## config.mk

```make
export PLATFORM = sky130hd
export DESIGN_NAME = sd_read_sequencer
export DESIGN_NICKNAME = d
export VERILOG_FILES = /design/src/rtl/sd_pkg.sv /design/src/rtl/edge_detect.sv /design/src/rtl/sd_read_sequencer.sv
export SDC_FILE = /design/constraint.sdc
export NUM_CORES = 1
export LEC_CHECK = 0
export CORE_AREA = 2 2 119 133
export DETAILED_ROUTE_END_ITERATION = 6
export DIE_AREA = 0 0 121 135
export PLACE_DENSITY = 0.86
export REMOVE_ABC_BUFFERS = 1
export SYNTH_ARGS = -nofsm -noshare
export SYNTH_HDL_FRONTEND = slang
export SYNTH_HIERARCHICAL = 1
export SYNTH_SLANG_ARGS = --single-unit
```

## constraint.sdc

```tcl
create_clock -name clk_in -period 2.75 [get_ports clk_in]
set_input_delay 0.55 -clock clk_in [delete_from_list [all_inputs] [get_ports clk_in]]
set_output_delay 0.55 -clock clk_in [all_outputs]
set_load 0.02 [all_outputs]
```

## src/rtl/sd_pkg.sv

```systemverilog
// Shared definitions for the SD sector read sequencer: FSM state encoding and
// default sizing constants.
package sd_pkg;

  typedef enum logic [2:0] {
    ST_IDLE,
    ST_WAIT_READY,
    ST_ISSUE,
    ST_READ,
    ST_FINISH
  } sd_state_t;

  localparam int SD_SECTOR_BYTES   = 512;
  // 100 ms at 25 MHz
  localparam int SD_TIMEOUT_CYCLES = 2_500_000;

endpackage

```

## src/rtl/edge_detect.sv

```systemverilog
// Rising-edge detector: registers the previous level and flags a low-to-high
// change in the cycle where the new level is first sampled.
module edge_detect (
  input  logic clk_in,
  input  logic rst_in,
  input  logic level_in,
  output logic rise_out
);

  logic level_reg;

  always_ff @(posedge clk_in) begin
    if (rst_in) begin
      level_reg <= 1'b0;
    end else begin
      level_reg <= level_in;
    end
  end

  assign rise_out = level_in & ~level_reg;

endmodule

```

## src/rtl/sd_read_sequencer.sv

```systemverilog
// Multi-sector read sequencer in front of an sd_controller: issues one read per
// sector, streams the bytes out with position tags, and guards every handshake
// phase with a timeout.
module sd_read_sequencer
  import sd_pkg::*;
#(
  parameter int SECTOR_BYTES   = SD_SECTOR_BYTES,
  parameter int TIMEOUT_CYCLES = SD_TIMEOUT_CYCLES,
  parameter bit BYTE_ADDR      = 1'b1
) (
  input  logic        clk_in,
  input  logic        rst_in,
  input  logic        start_in,
  input  logic [31:0] start_sector_in,
  input  logic [15:0] num_sectors_in,
  input  logic        abort_in,
  input  logic        sd_ready_in,
  input  logic        sd_byte_available_in,
  input  logic [7:0]  sd_dout_in,
  output logic        sd_rd_out,
  output logic [31:0] sd_addr_out,
  output logic [7:0]  data_out,
  output logic        data_valid_out,
  output logic [8:0]  byte_index_out,
  output logic [15:0] sector_index_out,
  output logic        busy_out,
  output logic        done_out,
  output logic        error_out
);

  localparam int                 TIMER_W    = $clog2(TIMEOUT_CYCLES + 1);
  localparam logic [TIMER_W-1:0] TIMER_LAST = TIMER_W'(TIMEOUT_CYCLES - 1);
  localparam logic [8:0]         BYTE_LAST  = 9'(SECTOR_BYTES - 1);

  sd_state_t          state_reg;
  logic [31:0]        start_sector_reg;
  logic [15:0]        num_sectors_reg;
  logic [15:0]        sector_cnt_reg;
  logic [8:0]         byte_cnt_reg;
  logic [TIMER_W-1:0] timer_reg;
  logic               abort_reg;
  logic               rd_reg;
  logic [31:0]        addr_reg;
  logic [7:0]         data_reg;
  logic               valid_reg;
  logic [8:0]         byte_index_reg;
  logic [15:0]        sector_index_reg;
  logic               busy_reg;
  logic               done_reg;
  logic               error_reg;

  logic        byte_rise;
  logic [31:0] sector_num;
  logic [31:0] issue_addr;
  logic        timed_out;
  logic        last_sector;
  logic        abort_seen;

  edge_detect u_byte_edge (
    .clk_in   (clk_in),
    .rst_in   (rst_in),
    .level_in (sd_byte_available_in),
    .rise_out (byte_rise)
  );

  assign sector_num = start_sector_reg + 32'(sector_cnt_reg);

  generate
    if (BYTE_ADDR) begin : g_byte_addr
      assign issue_addr = sector_num * 32'(SECTOR_BYTES);
    end else begin : g_sector_addr
      assign issue_addr = sector_num;
    end
  endgenerate

  assign timed_out   = (timer_reg == TIMER_LAST);
  assign last_sector = ((sector_cnt_reg + 16'd1) == num_sectors_reg);
  // An abort arriving in the same cycle as a decision point counts as latched.
  assign abort_seen  = abort_reg | abort_in;

  always_ff @(posedge clk_in) begin
    if (rst_in) begin
      state_reg        <= ST_IDLE;
      start_sector_reg <= '0;
      num_sectors_reg  <= '0;
      sector_cnt_reg   <= '0;
      byte_cnt_reg     <= '0;
      timer_reg        <= '0;
      abort_reg        <= 1'b0;
      rd_reg           <= 1'b0;
      addr_reg         <= '0;
      data_reg         <= '0;
      valid_reg        <= 1'b0;
      byte_index_reg   <= '0;
      sector_index_reg <= '0;
      busy_reg         <= 1'b0;
      done_reg         <= 1'b0;
      error_reg        <= 1'b0;
    end else begin
      valid_reg <= 1'b0;
      done_reg  <= 1'b0;
      timer_reg <= timer_reg + TIMER_W'(1);
      if (state_reg != ST_IDLE && abort_in) begin
        abort_reg <= 1'b1;
      end

      unique case (state_reg)
        ST_IDLE: begin
          timer_reg <= '0;
          if (start_in) begin
            if (num_sectors_in != 16'd0) begin
              start_sector_reg <= start_sector_in;
              num_sectors_reg  <= num_sectors_in;
              sector_cnt_reg   <= '0;
              byte_cnt_reg     <= '0;
              abort_reg        <= 1'b0;
              error_reg        <= 1'b0;
              busy_reg         <= 1'b1;
              state_reg        <= ST_WAIT_READY;
            end else begin
              done_reg <= 1'b1;
            end
          end
        end

        ST_WAIT_READY: begin
          if (abort_seen) begin
            state_reg <= ST_FINISH;
            done_reg  <= 1'b1;
            timer_reg <= '0;
          end else if (sd_ready_in) begin
            rd_reg    <= 1'b1;
            addr_reg  <= issue_addr;
            state_reg <= ST_ISSUE;
            timer_reg <= '0;
          end else if (timed_out) begin
            error_reg <= 1'b1;
            state_reg <= ST_FINISH;
            done_reg  <= 1'b1;
            timer_reg <= '0;
          end
        end

        ST_ISSUE: begin
          // The controller drops ready once it has taken the request.
          if (!sd_ready_in) begin
            rd_reg    <= 1'b0;
            state_reg <= ST_READ;
            timer_reg <= '0;
          end else if (timed_out) begin
            rd_reg    <= 1'b0;
            error_reg <= 1'b1;
            state_reg <= ST_FINISH;
            done_reg  <= 1'b1;
            timer_reg <= '0;
          end
        end

        ST_READ: begin
          if (byte_rise) begin
            data_reg         <= sd_dout_in;
            valid_reg        <= 1'b1;
            byte_index_reg   <= byte_cnt_reg;
            sector_index_reg <= sector_cnt_reg;
            timer_reg        <= '0;
            if (byte_cnt_reg == BYTE_LAST) begin
              byte_cnt_reg   <= '0;
              sector_cnt_reg <= sector_cnt_reg + 16'd1;
              if (last_sector || abort_seen) begin
                state_reg <= ST_FINISH;
                done_reg  <= 1'b1;
              end else begin
                state_reg <= ST_WAIT_READY;
              end
            end else begin
              byte_cnt_reg <= byte_cnt_reg + 9'd1;
            end
          end else if (timed_out) begin
            error_reg <= 1'b1;
            state_reg <= ST_FINISH;
            done_reg  <= 1'b1;
            timer_reg <= '0;
          end
        end

        ST_FINISH: begin
          // done_out is high for exactly this state's cycle; busy ends with it.
          busy_reg  <= 1'b0;
          state_reg <= ST_IDLE;
          timer_reg <= '0;
        end

        default: begin
          state_reg <= ST_IDLE;
        end
      endcase
    end
  end

  assign sd_rd_out        = rd_reg;
  assign sd_addr_out      = addr_reg;
  assign data_out         = data_reg;
  assign data_valid_out   = valid_reg;
  assign byte_index_out   = byte_index_reg;
  assign sector_index_out = sector_index_reg;
  assign busy_out         = busy_reg;
  assign done_out         = done_reg;
  assign error_out        = error_reg;

endmodule

```

==> reports/qor.txt, run 1 <==
Total die area: 16300 um2
Total negative setup slack: 0 ns
Initial Utilization: 49.6%
Worst Hold Class: register to register
CP Data Arrival Time: 2.88 ns
Antenna violations before repair: 0
Logic gate share of total power: 13.4%
First-pass GRT wire length: 30.5 mm
I/O Buffers: 113
Register area share after synthesis: 41.3%
Ys Warns: 6
Fin nets: 1154
Area taken by multi-input logic gates: 4040 um2
Avg Inst Size Synth: 7.80 um2
Leak: 3.47 nW
Initial DRC count: 491
RSZ-0062 raised after global routing: no
Worst rel slew slack: 50.2%
Sequential cell area: 3040 um2
Vias: 6982
H-Tree Depth: 4
Clk sinks: 152
Final Core Density: 63.9%
Vias in the first global route: 6611
DRT Wirelength: 18.4 mm
DRC viols: 0
Placer Congestion: 0.899
Share of cells above drive strength 1: 9.59%
Slew at the pin closest to its max-slew limit: 0.740 ns
Synth Register Bits: 152
Area growth, synth to finish: 28.8%
Max clock buf depth: 2
Aggregate global routing overflow: 0
CTS clk-pin slew, worst paths: 0.07 ns
Main synth FF type: dfxtp_1
Reg power frac: 44.4%
Status: complete, no violations
Cell with the most instances after synthesis: nand2_1
Synth cell count leaders: nand2_1 (193), dfxtp_1 (152), a21oi_1 (114)
Post-layout min period: 2.53 ns
CTS Hold Buffers Added: 0
Layout Skew: 0.00821 ns
Number of max-cap violations: 0
Worst Setup End Kind: register
Worst skew pair latency: 0.43 ns
Io pins: 132
Inserted Clock Buffers: 17
Post-Syn Instances: 945
WL per Instance: 14.4 um
Clock tree root buffer cell: clkbuf_16
Drt pass-1 iters: 5
Post-synth ARST share: 0%
Int Power: 3.86 mW
Max Clk Rate: 395 MHz
ANT nets after route: 0
Max rail drop VDD: 0.000393 V
Largest net degree at the start of global routing: 48
Switching Share: 27.2%
Fin. Hold Viols: 0
Worst Path Required: 3.10 ns
Filler cells: 1236
Crit share post-route: 92.1%
Final slew viol count: 0
Die Height: 135 um
Psw: 1.44 mW
Num rows: 47
EDFF count, synth: 0
Area share of the largest cell type after synthesis: 41.3%
Final hold slack: 0.450 ns
HPWL Detailed: 13.0 mm
Crit Path Class: register to register
Final worst setup slack: 0.217 ns
DP Worst Slack: -0.130 ns
Core area: 14900 um2
Antenna fix cells: 0
Netlist cell types: 60
P per Cell Area: 558 nW/um2
Synth area leaders: dfxtp_1 (41%), nand2_1 (9.8%), a21oi_1 (7.7%)
Critical Path Start Type: register
CTS tree: done
Die W: 121 um
Worst-path maximum fanout: 3
Cell Area, Synth: 7370 um2
Cell accounting for the most synthesized area: dfxtp_1
Vias/cell: 5.45
Clk network pwr share: 42.2%
Gr usage total: 23.0%
Final setup viols: 0
## cell families after synthesis
family	share of synthesized area, %
AND/OR/NAND/NOR	26.3
AO/OA/AOI/OAI	16.7
flip-flops	41.3
buffers and inverters	4.72
XOR/XNOR	6.89
adder cells (fa/ha/maj)	3.66
multiplexers	0.424
other	0.0509
## critical path, stage by stage, from the launching register on
cell and delay, ns:
dfxtp_2 0.37, ha_2 0.21, inv_1 0.05, fa_1 0.37
nand2b_1 0.21, a21oi_2 0.16, o211ai_1 0.14, a21oi_2 0.22
buf_4 0.15, o2111ai_1 0.15, xor2_1 0.19, a211oi_1 0.22
## layout by cell type, fill, tap and decap left out, types with 8 or more instances in the layout
| cell | instances |
|---|---|
| clkbuf_16 | 17 |
| a31oi_1 | 8 |
| conb_1 | 9 |
| xnor2_1 | 26 |
| nor4_1 | 9 |
| nand4_1 | 14 |
| clkdlybuf4s50_1 | 112 |
| buf_4 | 50 |
| xor2_1 | 32 |
| nand2_1 | 193 |
| nand3_1 | 26 |
| dfxtp_1 | 151 |
| and3_1 | 11 |
| nor3_1 | 20 |
| a211oi_1 | 13 |
| o21ai_0 | 31 |
| or3_1 | 9 |
| nand2b_1 | 8 |
| inv_1 | 13 |
| nor2_1 | 89 |
| a21oi_1 | 112 |
| ha_1 | 19 |
## layout make-up
class,count,share of cell area (%)
inverter,13,0.514
clock buffer,17,4.48
timing repair buffer,165,16.4
tap,196,2.58
multi-input combinational,722,42.5
clock inverter,15,1.50
sequential,152,32.0
## final timing paths
kind,start,endpoint,slack [ns],cells past startpoint
setup / recovery,sector_cnt_reg[0]$_SDFFE_PP0P_,sd_addr_out[29]$_SDFFE_PP0P_,0.22,11
hold / removal,sd_addr_out[13]$_SDFFE_PP0P_,sd_addr_out[13]$_SDFFE_PP0P_,0.45,2
setup reg to reg,sector_cnt_reg[0]$_SDFFE_PP0P_,sd_addr_out[29]$_SDFFE_PP0P_,0.22,11
hold reg to reg,sd_addr_out[13]$_SDFFE_PP0P_,sd_addr_out[13]$_SDFFE_PP0P_,0.45,2
## metrics by stage
| stage | power [mW] | instances | area (um2) |
|---|---|---|---|
| 2_1_floorplan | 2.77 | 887 | 7110 |
| 3_3_place_gp | 3.09 | 1248 | 8920 |
| 3_5_place_dp | 3.10 | 1248 | 8920 |
| 4_1_cts | 5.34 | 1280 | 9490 |
| 5_1_grt | 5.51 | 1280 | 9500 |
| 6_report | 5.30 | 1280 | 9500 |
## layer usage
metal | share of wire [%] | track usage, %
met1 | 42 | 27.1
met2 | 49 | 38.8
met3 | 5.1 | 4.90
met4 | 4.4 | 13.0
met5 | 0 | 0
## power groups by stage
stage               Clock [mW]  Sequential, mW  Combinational, mW
floorplan                    0            2.41              0.361
global placement             0            2.40              0.690
detailed placement           0            2.40              0.702
CTS                       2.28            2.35              0.708
global route              2.37            2.36              0.780
finish                    2.24            2.36              0.709
## repair_timing
item	4_1_cts	5_1_grt
resized for setup	0	4
buffers inserted	0	0
hold endpoints to repair	0	0
endpoints found under the setup margin	0	5
Note: power is estimated with default switching activity, not from simulation.
==> run 2, diff against run 1 <==
REMOVE_ABC_BUFFERS = unset   (was 1)
SETUP_SLACK_MARGIN = 0.3   (was unset)
==> run 2 against run 1 <==
Against the previous run:
- largest power group unchanged
- critical path type unchanged
- sequential power is essentially flat
- flip-flop and latch count unchanged
- register-to-register slack gained 0.13 ns
- maximum frequency grew 5.2%
- the flow now finishes with violations (DRC)
==> reports/qor.txt, run 2 (synthesized netlist as in run 1, its figures left out) <==
HPWL Detailed: 13.6 mm
Family with the most delay on the worst path: simple AND/OR/NAND/NOR gates
Gr usage total: 24.3%
Psw: 1.47 mW
Antenna fix cells: 0
DRT Wirelength: 20.0 mm
Initial Utilization: 49.6%
DP Worst Slack: -0.172 ns
Layout Skew: 0.00921 ns
Antenna violations before repair: 0
DRC viols: 2
Most frequent cells in the layout: nand2_1 (193), dfxtp_1 (139), a21oi_1 (112)
Worst-path maximum fanout: 6
Die W: 121 um
Slew at the pin closest to its max-slew limit: 0.526 ns
Critical Path Start Type: register
Aggregate global routing overflow: 0
Slowest-stage cell, CP: or4_4
Switching Share: 27.5%
Worst Path Required: 3.07 ns
CTS Hold Buffers Added: 0
Total die area: 16300 um2
WL per Instance: 15.5 um
Share of cells above drive strength 1: 13.4%
RSZ-0062 raised after global routing: yes
Max Clk Rate: 415 MHz
Initial DRC count: 591
Number of max-cap violations: 0
Fin nets: 1162
Reg-to-reg slack, setup: 0.34 ns
Status: complete, but fails checks
WP buf/inv: 0
Placed cell area: 8970 um2
Leak: 3.66 nW
Reg power frac: 44.0%
Max clock buf depth: 2
Failing checks: DRC
Worst R2R End: done_out$_SDFF_PP0_
Clk network pwr share: 41.9%
Placer Congestion: 0.911
CTS tree: done
Fin. Hold Viols: 0
Worst R2R Start: sector_cnt_reg[1]$_SDFFE_PP0P_
Worst skew pair latency: 0.43 ns
Die Height: 135 um
Post-layout min period: 2.41 ns
Max rail drop VDD: 0.000382 V
Critical-path cell list: ha_2 > nand3_2 > or4_4 > xnor2_2 > o2111ai_1 > nor2_1 > nand4b_1 > a2111oi_4
Vias/cell: 5.59
I/O Buffers: 113
Logic gate share of total power: 14.1%
Inserted Clock Buffers: 17
Total Power: 5.37 mW
CP endpoint: done_out$_SDFF_PP0_
Commonest non-fill, non-tap cell in the layout: nand2_1
Clock tree root buffer cell: clkbuf_16
Core area: 14900 um2
H-Tree Depth: 4
Final slew viol count: 0
Critical path depth in cells: 8
Cell count of the worst reg-to-reg path: 8
Final setup viols: 0
Vias in the first global route: 6667
CTS clk-pin slew, worst paths: 0.07 ns
Drt pass-1 iters: 7
First-pass GRT wire length: 31.9 mm
Worst setup path startpoint: sector_cnt_reg[1]$_SDFFE_PP0P_
ANT nets after route: 0
CP Data Arrival Time: 2.73 ns
Final cell count without fillers: 1288
Area growth, synth to finish: 32.8%
Worst Setup End Kind: register
Io pins: 132
Final worst setup slack: 0.343 ns
Vias: 7206
Largest net degree at the start of global routing: 59
P per Cell Area: 548 nW/um2
CP max stage delay: 0.49 ns
Crit share post-route: 87.5%
Int Power: 3.89 mW
Placed cells: 1251
Final hold slack: 0.436 ns
Worst rel slew slack: 65.0%
Worst Hold Class: register to register
Num rows: 47
Final instance area: 9790 um2
Crit Path Class: register to register
Clk sinks: 152
-- run 2: worst register-to-register path: stages, from the launching register on --
cell and delay (ns):
dfxtp_4 0.38, ha_2 0.19, nand3_2 0.14, or4_4 0.49, xnor2_2 0.18, o2111ai_1 0.14, nor2_1 0.12, nand4b_1 0.23
a2111oi_4 0.42
-- run 2: area by class of cell --
type,count,area (um2)
Clock buffer,18,429
Clock inverter,14,140
Fill cell,1185,5090
Inverter,13,48.8
Multi-Input combinational cell,722,4180
Sequential cell,152,3070
Tap cell,196,245
Timing Repair Buffer,173,1680
-- run 2: worst min path at each step --
stage               slack, ns                     start                  endpoint  cells after the start
floorplan                0.43   timer_reg[0]$_SDFF_PP0_   timer_reg[0]$_SDFF_PP0_                      1
global placement         0.44      abort_reg$_SDFF_PP0_      abort_reg$_SDFF_PP0_                      2
detailed placement       0.45  data_out[1]$_SDFFE_PP0P_  data_out[1]$_SDFFE_PP0P_                      2
CTS                      0.45  data_out[1]$_SDFFE_PP0P_  data_out[1]$_SDFFE_PP0P_                      2
global route             0.47  data_out[1]$_SDFFE_PP0P_  data_out[1]$_SDFFE_PP0P_                      2
finish                   0.44   timer_reg[0]$_SDFF_PP0_   timer_reg[0]$_SDFF_PP0_                      1
-- run 2: metrics by stage --
| step | utilization (%) | setup TNS (ns) |
|---|---|---|
| 2_1_floorplan | - | 0 |
| 6_report | 65.8 | 0 |
| 3_3_place_gp | 60.3 | -1.02 |
| 5_1_grt | 65.8 | 0 |
| 4_1_cts | 64.3 | 0 |
| 3_5_place_dp | 60.3 | -1.51 |
-- run 2: timing repair --
action                                 CTS  global route
setup buffers                            2             3
resized for setup                        6            59
endpoints found under the hold margin    0             0
pin swaps                                1            19
setup endpoints to repair               11            44
-- run 2: power groups by stage --
stage	sequential [mW]	clock [mW]	combinational, mW
floorplan	2.40	0	0.421
global placement	2.41	0	0.707
detailed placement	2.41	0	0.720
CTS	2.36	2.27	0.731
global route	2.37	2.38	0.825
finish	2.36	2.25	0.756
-- run 2: layer usage --
metal | GRT usage [%] | part of all wire, % | vias to the layer above
met5 | 0 | 0 | -
met2 | 41.7 | 50 | 282
met3 | 5.45 | 6.7 | 46
met1 | 29.2 | 41 | 3352
met4 | 9.82 | 2.5 | 0
li1 | - | - | 3526
==> run 3, diff against run 2 <==
CAP_MARGIN = 10   (was unset)
==> results of run 3 <==
Same layout as run 2: the final DEF is identical, and so are final timing and power.
